**src/rtl/cmd_link.sv**
```systemverilog
// Byte-stream front end for fcr: assembles big-endian 32-bit command words from rx bytes
// and serializes 32-bit response words onto a valid/ready byte stream.
module cmd_link #(
    parameter int unsigned TIMEOUT = 1000
) (
    input  logic        clk,
    input  logic        rst_n,
    input  logic [7:0]  rx_byte,
    input  logic        rx_valid,
    output logic [7:0]  tx_byte,
    output logic        tx_valid,
    input  logic        tx_ready,
    output logic [31:0] cmd_data,
    output logic        cmd_waitreq,
    input  logic        cmd_rdreq,
    input  logic [31:0] rsp_data,
    input  logic        rsp_wrreq,
    output logic        rsp_waitreq,
    output logic        ovf,
    input  logic        err_clr
);

    typedef enum logic {
        S_IDLE = 1'b0,
        S_BUSY = 1'b1
    } ser_state_e;

    localparam logic [15:0] TIMEOUT_C  = 16'(TIMEOUT);
    localparam logic        TIMEOUT_EN = (TIMEOUT != 0);

    logic [23:0] asm_q,       asm_d;
    logic [1:0]  cnt_q,       cnt_d;
    logic [15:0] gap_q,       gap_d;
    logic [31:0] pend_word_q, pend_word_d;
    logic        pend_vld_q,  pend_vld_d;
    logic [31:0] cmd_data_q,  cmd_data_d;
    logic        cmd_wait_q,  cmd_wait_d;
    logic        ovf_q,       ovf_d;
    ser_state_e  state_q,     state_d;
    logic [31:0] tx_sr_q,     tx_sr_d;
    logic [1:0]  tx_idx_q,    tx_idx_d;

    logic        timeout_hit_s;
    logic [1:0]  cnt_eff_s;
    logic        word_done_s;
    logic        rd_accept_s;
    logic        ovf_set_s;

    // Next-state logic for assembler, read port, serializer and error flag
    always_comb begin
        asm_d       = asm_q;
        cnt_d       = cnt_q;
        gap_d       = gap_q;
        pend_word_d = pend_word_q;
        pend_vld_d  = pend_vld_q;
        cmd_data_d  = cmd_data_q;
        state_d     = state_q;
        tx_sr_d     = tx_sr_q;
        tx_idx_d    = tx_idx_q;
        ovf_set_s   = 1'b0;

        // A byte arriving on the timeout cycle starts a fresh word
        timeout_hit_s = TIMEOUT_EN && (cnt_q != 2'd0) && (gap_q == TIMEOUT_C);
        cnt_eff_s     = timeout_hit_s ? 2'd0 : cnt_q;
        word_done_s   = rx_valid && (cnt_eff_s == 2'd3);
        rd_accept_s   = cmd_rdreq && pend_vld_q;

        if (rx_valid) begin
            gap_d = 16'd0;
            asm_d = {asm_q[15:0], rx_byte};
            cnt_d = cnt_eff_s + 2'd1;
        end else begin
            gap_d = (gap_q != 16'hFFFF) ? gap_q + 16'd1 : gap_q;
            cnt_d = cnt_eff_s;
        end

        if (rd_accept_s) begin
            cmd_data_d = pend_word_q;
            pend_vld_d = 1'b0;
        end else begin
            cmd_data_d = cmd_data_q;
        end

        if (word_done_s) begin
            if (!pend_vld_q || rd_accept_s) begin
                pend_word_d = {asm_q, rx_byte};
                pend_vld_d  = 1'b1;
            end else begin
                ovf_set_s = 1'b1;
            end
        end else begin
            pend_word_d = pend_word_q;
        end

        cmd_wait_d = !pend_vld_d;

        case (state_q)
            S_IDLE: begin
                if (rsp_wrreq) begin
                    tx_sr_d  = rsp_data;
                    tx_idx_d = 2'd0;
                    state_d  = S_BUSY;
                end else begin
                    state_d = S_IDLE;
                end
            end
            S_BUSY: begin
                if (rsp_wrreq) begin
                    ovf_set_s = 1'b1;
                end else begin
                    ovf_set_s = ovf_set_s;
                end
                // Shifting in zeros leaves tx_byte at 0 once the last byte goes out
                if (tx_ready) begin
                    tx_sr_d  = {tx_sr_q[23:0], 8'h00};
                    tx_idx_d = tx_idx_q + 2'd1;
                    state_d  = (tx_idx_q == 2'd3) ? S_IDLE : S_BUSY;
                end else begin
                    state_d = S_BUSY;
                end
            end
            default: begin
                state_d  = S_IDLE;
                tx_sr_d  = 32'h0000_0000;
                tx_idx_d = 2'd0;
            end
        endcase

        if (ovf_set_s) begin
            ovf_d = 1'b1;
        end else if (err_clr) begin
            ovf_d = 1'b0;
        end else begin
            ovf_d = ovf_q;
        end
    end

    // State registers
    always_ff @(posedge clk or negedge rst_n) begin
        if (!rst_n) begin
            asm_q       <= 24'h00_0000;
            cnt_q       <= 2'd0;
            gap_q       <= 16'd0;
            pend_word_q <= 32'h0000_0000;
            pend_vld_q  <= 1'b0;
            cmd_data_q  <= 32'h0000_0000;
            cmd_wait_q  <= 1'b1;
            ovf_q       <= 1'b0;
            state_q     <= S_IDLE;
            tx_sr_q     <= 32'h0000_0000;
            tx_idx_q    <= 2'd0;
        end else begin
            asm_q       <= asm_d;
            cnt_q       <= cnt_d;
            gap_q       <= gap_d;
            pend_word_q <= pend_word_d;
            pend_vld_q  <= pend_vld_d;
            cmd_data_q  <= cmd_data_d;
            cmd_wait_q  <= cmd_wait_d;
            ovf_q       <= ovf_d;
            state_q     <= state_d;
            tx_sr_q     <= tx_sr_d;
            tx_idx_q    <= tx_idx_d;
        end
    end

    assign cmd_data    = cmd_data_q;
    assign cmd_waitreq = cmd_wait_q;
    assign tx_byte     = tx_sr_q[31:24];
    assign tx_valid    = (state_q == S_BUSY);
    assign rsp_waitreq = (state_q == S_BUSY);
    assign ovf         = ovf_q;

endmodule
```
**config.mk**
```make
export PLATFORM = sky130hd
export DESIGN_NAME = cmd_link
export DESIGN_NICKNAME = d
export VERILOG_FILES = /design/src/rtl/cmd_link.sv
export SDC_FILE = /design/constraint.sdc
export NUM_CORES = 1
export LEC_CHECK = 0
export CORE_ASPECT_RATIO = 1.4
export CORE_MARGIN = 2
export CORE_UTILIZATION = 60
export CTS_BUF_LIST = sky130_fd_sc_hd__clkbuf_8
export DETAILED_ROUTE_END_ITERATION = 8
export GPL_ROUTABILITY_DRIVEN = 0
export HOLD_SLACK_MARGIN = 0.1
export MAX_ROUTING_LAYER = met4
export PLACE_DENSITY = 0.95
export SYNTH_ARGS = -nofsm -noshare
export SYNTH_HDL_FRONTEND = slang
export SYNTH_SLANG_ARGS = --single-unit
```
**constraint.sdc**
```tcl
create_clock -name clk -period 3.25 [get_ports clk]
set_input_delay 0.8125 -clock clk [delete_from_list [all_inputs] [get_ports clk]]
set_output_delay 0.8125 -clock clk [all_outputs]
set_load 0.03 [all_outputs]
```
==> results of run 1 <==
cells in the final DEF, fill, tap and decap left out, drive strengths merged, types with 9 or more instances in the layout:
cell type	n
clkdlybuf4s50	88
nor2	13
mux2i	35
a21oi	9
o21ai	26
nand2	42
buf	11
mux2	90
clkbuf	20
dfrtp	143
cell type report:
class                           instances  area [um2]  area share (%)
Clock buffer                           20         275            3.65
Clock inverter                         12         190            2.52
Inverter                                5        18.8           0.249
Multi-Input combinational cell        284        2310            30.6
Sequential cell                       144        3610            47.8
Tap cell                              135         169            2.24
Timing Repair Buffer                   99         977            12.9
registers in the layout, summed over array words and instances (netlist names):
register	count
asm_q	24
cmd_data	32
cmd_waitreq	1
cnt_q	2
gap_q	16
ovf	1
pend_vld_q	1
pend_word_q	32
rsp_waitreq	1
tx_idx_q	2
tx_sr_q	32
metal layers:
layer | vias up | global-route usage, % | routed length (um)
li1 | 1830 | - | -
met1 | 2037 | 30.7 | 5050
met2 | 124 | 45.1 | 7150
met3 | 30 | 7.68 | 610
met4 | 0 | 8.68 | 285
met5 | - | - | 0
worst max-delay path, delay by kind of cell (launching register included):
kind / cells / cell delay (ns)
fa+ha+maj: 2 / 0.34
buf+inv: 2 / 0.50
simple gates: 5 / 0.70
flops: 1 / 0.45
mux: 1 / 0.40
through the flow:
step                cell area [um2]  util (%)  setup slack [ns]  hold slack, ns  cells
global route                   7550      76.2             0.572           0.430    699
CTS                            7550      76.2             0.754           0.400    699
finish                         7550      76.2             0.741           0.379    699
detailed placement             7080      71.5             0.827           0.469    667
floorplan                      6100         -              1.09           0.450    467
global placement               7080      71.5             0.869           0.461    667
cell families after synthesis:
logic type / share of synthesized area (%)
DFF: 59.1
muxes: 22.4
and+or+nand+nor: 8.21
AOI/OAI and AO/OA: 5.54
buffers and inverters: 3.22
xor gates and xnor gates: 0.718
adders and majority gates: 0.821
power groups by stage:
stage | Sequential (mW) | Clock [mW] | Combinational, mW
2_1_floorplan | 3.14 | 0 | 1.15
3_3_place_gp | 2.79 | 0 | 2.23
3_5_place_dp | 2.83 | 0 | 2.32
4_1_cts | 2.82 | 1.64 | 2.36
5_1_grt | 2.89 | 1.72 | 2.50
6_report | 2.82 | 1.62 | 2.33
final timing paths:
kind                                         to        start  slack [ns]  cells after the start
worst min-delay path                cmd_data[2]        rst_n        0.38                      1
max in group asynchronous           tx_sr_q[13]        rst_n        2.16                      2
worst max register to register  pend_word_q[27]     gap_q[1]        0.74                     10
worst min register to register      tx_sr_q[29]  tx_sr_q[29]        0.48                      2
worst max-delay path            pend_word_q[27]     gap_q[1]        0.74                     10
min in group clk                    tx_sr_q[29]  tx_sr_q[29]        0.48                      2
==> summary.md, run 1 <==
| Metric | Value |
|---|---|
| Final HPWL DP | `around 8600 um` |
| Dominant synthesized flop cell | `dfrtp_1` |
| Least-Margin Pin Slew | `roughly 0.66 ns` |
| Total CTS buffers | `17` |
| Slowest CP cell | `dfrtp_1` |
| Area leader, netlist | `dfrtp_1` |
| Largest net degree at the start of global routing | `74` |
| Clock root buffer | `clkbuf_8` |
| FFs w/ async S/R, synth | `100%` |
| Synthesized Nets | `518` |
| Power Dens Cells | `roughly 900 nW/um2` |
| Min cycle time layout | `2.51 ns` |
| Final hold viol count | `0` |
| Core Region | `between 9000 and 10000 um2` |
| Int Power | `about 4.5 mW` |
| Ports | `a little over 90` |
| Total number of vias | `slightly above 4k` |
| Vias in the first global route | `4218` |
| Post-Route Setup TNS | `0 ns` |
| Antenna diodes | `0` |
| Worst Setup End Kind | `register` |
| First-pass GRT wire length | `around 21000 um` |
| Post-DR vias/cell | `5.75` |
| Post_cts resized | `0` |
| DRC | `0` |
| CP required | `around 3.6 ns` |
| Post-synthesis average cell area | `about 13 um2` |
| Share of layout cells above drive strength 1 | `25.0%` |
| Top cells by area, synth | `dfrtp_1, mux2_2, mux2i_1` |
| Post-synth cell types | `44` |
| Fill count | `~590` |
| Synthesis Warnings | `0` |
| Max-Cap Viols | `0` |
| Sequential fraction of the synthesis area | `59.1%` |
| Power Total | `~6.8 mW` |
| Buffers on Ports | `90` |
| Most used cell, CP | `ha_1` |
| Final period util | `between 70 and 80%` |
| Setup-failing EPs final | `0` |
| Sw Share | `33.0%` |
| Most numerous cell in the Yosys netlist | `dfrtp_1` |
| Max Fanout on Critical Path | `32` |
| Comb pwr share | `between 30 and 40%` |
| Worst path arrival time | `approximately 2.8 ns` |
| Global route overflow | `0` |
| VDD IR max | `between 0.6 and 0.7 mV` |
| Seq pwr share | `a little over two fifths` |
| Synth top area share | `between 50 and 60%` |
| Routed WL per cell | `between 15 and 20 um` |
| Max Fclk | `399 MHz` |
| Htree depth | `4` |
| Synthesized cell area | `around 6000 um2` |
| Clk sinks | `roughly 140` |
| Clock Skews | `0.00744 ns` |
| First-iteration detailed-routing DRC count | `251` |
| Chip height | `123 um` |
| Clock power frac | `about a quarter` |
| RSZ-0062 raised after global routing | `no` |
| Number of setup buffers added after CTS | `0` |
| Row Count | `43` |
| CTS tree | `built` |
| Outcome | `finished clean` |
| P_sw | `around 2.2 mW` |
| Area grow syn2layout | `23.8%` |
| Crit-path cells | `inv_1 > ha_1 > nor4b_1 > nand4_1 > and2_1 > ha_1 > nand2_1 > nor2_2 > buf_4 > mux2_2` |
| Post-synth top cells | `dfrtp_1, mux2_2, nand2_1` |
| Initial antenna violation count | `0` |
| Initial Util | `between 60% and 70%` |
| Hold buffers post-CTS | `0` |
| Worst relative slew slack | `between 50% and 60%` |
| Max Slew Vio Count | `0` |
| Flops & latches, synth | `~140` |
| Critical path class | `reg -> reg` |
| Worst hold path class | `in -> async` |
| Die area | `11000 um2` |
| Post-synth EDFFs | `0` |
| P_leak | `3.37 nW` |
| Worst-Skew Late Latency | `0.44 ns` |
| TritonRoute pass-1 iters | `5` |
| DRT Wirelength | `around 13000 um` |
| Cells after Synth | `467` |
| GRT Resource Usage Total | `roughly 27%` |
| Die width | `roughly 89 um` |
| Worst setup SP type | `register` |
| Clock-pin transition on the worst setup and hold timing paths | `approximately 0.08 ns` |
| Longest Clk Path Bufs | `2` |
| Slowest stage delay, CP | `0.45 ns` |
| Final #Nets | `between 600 and 700` |
| Antenna-violating nets left | `0` |
Note: power is estimated with default switching activity, not from simulation.
==> inputs of run 2 (changes only) <==
- CORE_UTILIZATION: 60 -> 51
- PLACE_DENSITY: 0.95 -> 0.9
- clock period: 3.25 -> 2.19 ns (I/O delays scaled with it)
==> summary.md, run 2 (same netlist as run 1, synthesis figures left out) <==
| Metric | Value |
|---|---|
| Outcome | `finished clean` |
| Crit path buffers/inverters | `2` |
| Die area | `12900 um2` |
| Area grow syn2layout | `27.0%` |
| Max-Cap Viols | `0` |
| Ports | `91` |
| Longest Clk Path Bufs | `2` |
| VDD IR max | `between 0.8 and 0.9 mV` |
| Core Region | `11800 um2` |
| Total number of vias | `just over 4k` |
| Worst hold path class | `reg -> reg` |
| Vias in the first global route | `approximately 4.4k` |
| Power Dens Cells | `roughly 1300 nW/um2` |
| DRT Wirelength | `13200 um` |
| Chip height | `133 um` |
| Worst Hold Slack | `about 0.48 ns` |
| DRC | `0` |
| GRT Resource Usage Total | `22.2%` |
| Clock-pin transition on the worst setup and hold timing paths | `0.08 ns` |
| Largest net degree at the start of global routing | `61` |
| Buffers on Ports | `90` |
| Initial antenna violation count | `0` |
| Levels on crit path | `10` |
| Post-DR vias/cell | `~5.6` |
| Routed WL per cell | `18.2 um` |
| Worst path arrival time | `about 2.5 ns` |
| DP Area | `approximately 7200 um2` |
| Most frequent cells in the layout | `dfrtp_1, clkdlybuf4s50_1, mux2_2` |
| Power Total | `9.91 mW` |
| DP Cell Count | `just under 700` |
| Pre-CTS worst setup slack | `-0.0802 ns` |
| Share of layout cells above drive strength 1 | `just under 30%` |
| Die width | `96.4 um` |
| Max Fanout on Critical Path | `8` |
| Setup-failing EPs final | `0` |
| Worst-Skew Late Latency | `0.44 ns` |
| Hold Path Cell Cnt | `2` |
| Worst Setup End Kind | `register` |
| CTS tree | `built` |
| Crit-path cells | `inv_2 > ha_1 > nor4b_2 > nand4_1 > and2_4 > ha_4 > nand2_4 > nor2_4 > clkbuf_16 > mux2_2` |
| Antenna-violating nets left | `0` |
| Util after Layout | `approximately two thirds` |
| Final period util | `between 90% and 100%` |
| Initial Util | `between 50% and 60%` |
| Clock root buffer | `clkbuf_8` |
| Final instance area | `roughly 7700 um2` |
| Clock Skews | `0.0102 ns` |
| Final WS setup | `between 0.04 and 0.05 ns` |
| Antenna diodes | `0` |
| CP required | `2.52 ns` |
| Min cycle time layout | `roughly 2.1 ns` |
| P_leak | `between 3 and 4 nW` |
| Row Count | `47` |
| First-pass GRT wire length | `21300 um` |
| Slowest CP cell | `dfrtp_1` |
| Clk sinks | `around 140` |
| Final hold viol count | `0` |
| Post-route insts no fill | `a little over 700` |
| Final HPWL DP | `8660 um` |
| Slowest stage delay, CP | `between 0.3 and 0.4 ns` |
| Crit path max-delay family | `simple AND/OR/NAND/NOR gates` |
| Worst setup SP type | `register` |
| Max Fclk | `~470 MHz` |
| Global route overflow | `0` |
| Htree depth | `4` |
| Worst relative slew slack | `around three fifths` |
| Post-Route Setup TNS | `0 ns` |
| Max Slew Vio Count | `0` |
| Total CTS buffers | `17` |
| Least-Margin Pin Slew | `about 0.59 ns` |
| RSZ-0062 raised after global routing | `yes` |
| First-iteration detailed-routing DRC count | `between 200 and 300` |
| Critical path class | `reg -> reg` |
| Final #Nets | `between 600 and 700` |
| TritonRoute pass-1 iters | `4` |
| Worst Reg-to-Reg Cells | `10` |
| Leading cell type in the layout, fill and taps excluded | `dfrtp_1` |
run 2: path summary, 6_finish.rpt:
kind                       slack (ns)         from         endpoint
setup / recovery                 0.04     gap_q[0]   pend_word_q[0]
hold / removal                   0.48  tx_sr_q[27]      tx_sr_q[27]
setup reg to reg                 0.04     gap_q[0]   pend_word_q[0]
hold reg to reg                  0.48  tx_sr_q[27]      tx_sr_q[27]
max in group asynchronous        0.93        rst_n         gap_q[4]
min in group asynchronous        0.64        rst_n  pend_word_q[25]
run 2: where the power goes:
group	total, mW	leakage [nW]	internal, mW	switching, mW
sequential	4.20	1.79	3.61	0.589
combinational	3.67	1.48	1.86	1.82
clock	2.04	0.196	1.04	1.01
run 2: cell type report:
cell class	instances	area, um2
timing repair buffer	115	1190
fill	812	4020
inverter	5	18.8
multi-input combinational	284	2360
sequential	144	3610
clock buffer	18	248
clock inverter	14	141
tap	147	184
run 2: tightest hold or removal path: cells and delay by family, from the launching register on:
| kind | cells | cell delay, ns |
|---|---|---|
| AND/OR/NAND/NOR | 1 | 0.04 |
| flip-flops | 1 | 0.35 |
| AO/OA/AOI/OAI | 1 | 0.06 |
run 2: what timing repair did:
action / CTS / global route
resized for setup: 9 / 7
hold buffers: 1 / 0
endpoints found under the hold margin: 18 / 0
endpoints found under the setup margin: 32 / 32
gates cloned: 1 / 2
pin swaps: 4 / 3
setup buffers: 2 / 0
run 2: layer usage:
layer	track usage, %	up-vias	share of wire [%]
met4	9.31	0	3.3
li1	-	1863	-
met5	-	-	0
met3	5.43	36	3.5
met2	36.5	114	53
met1	25.8	2040	40
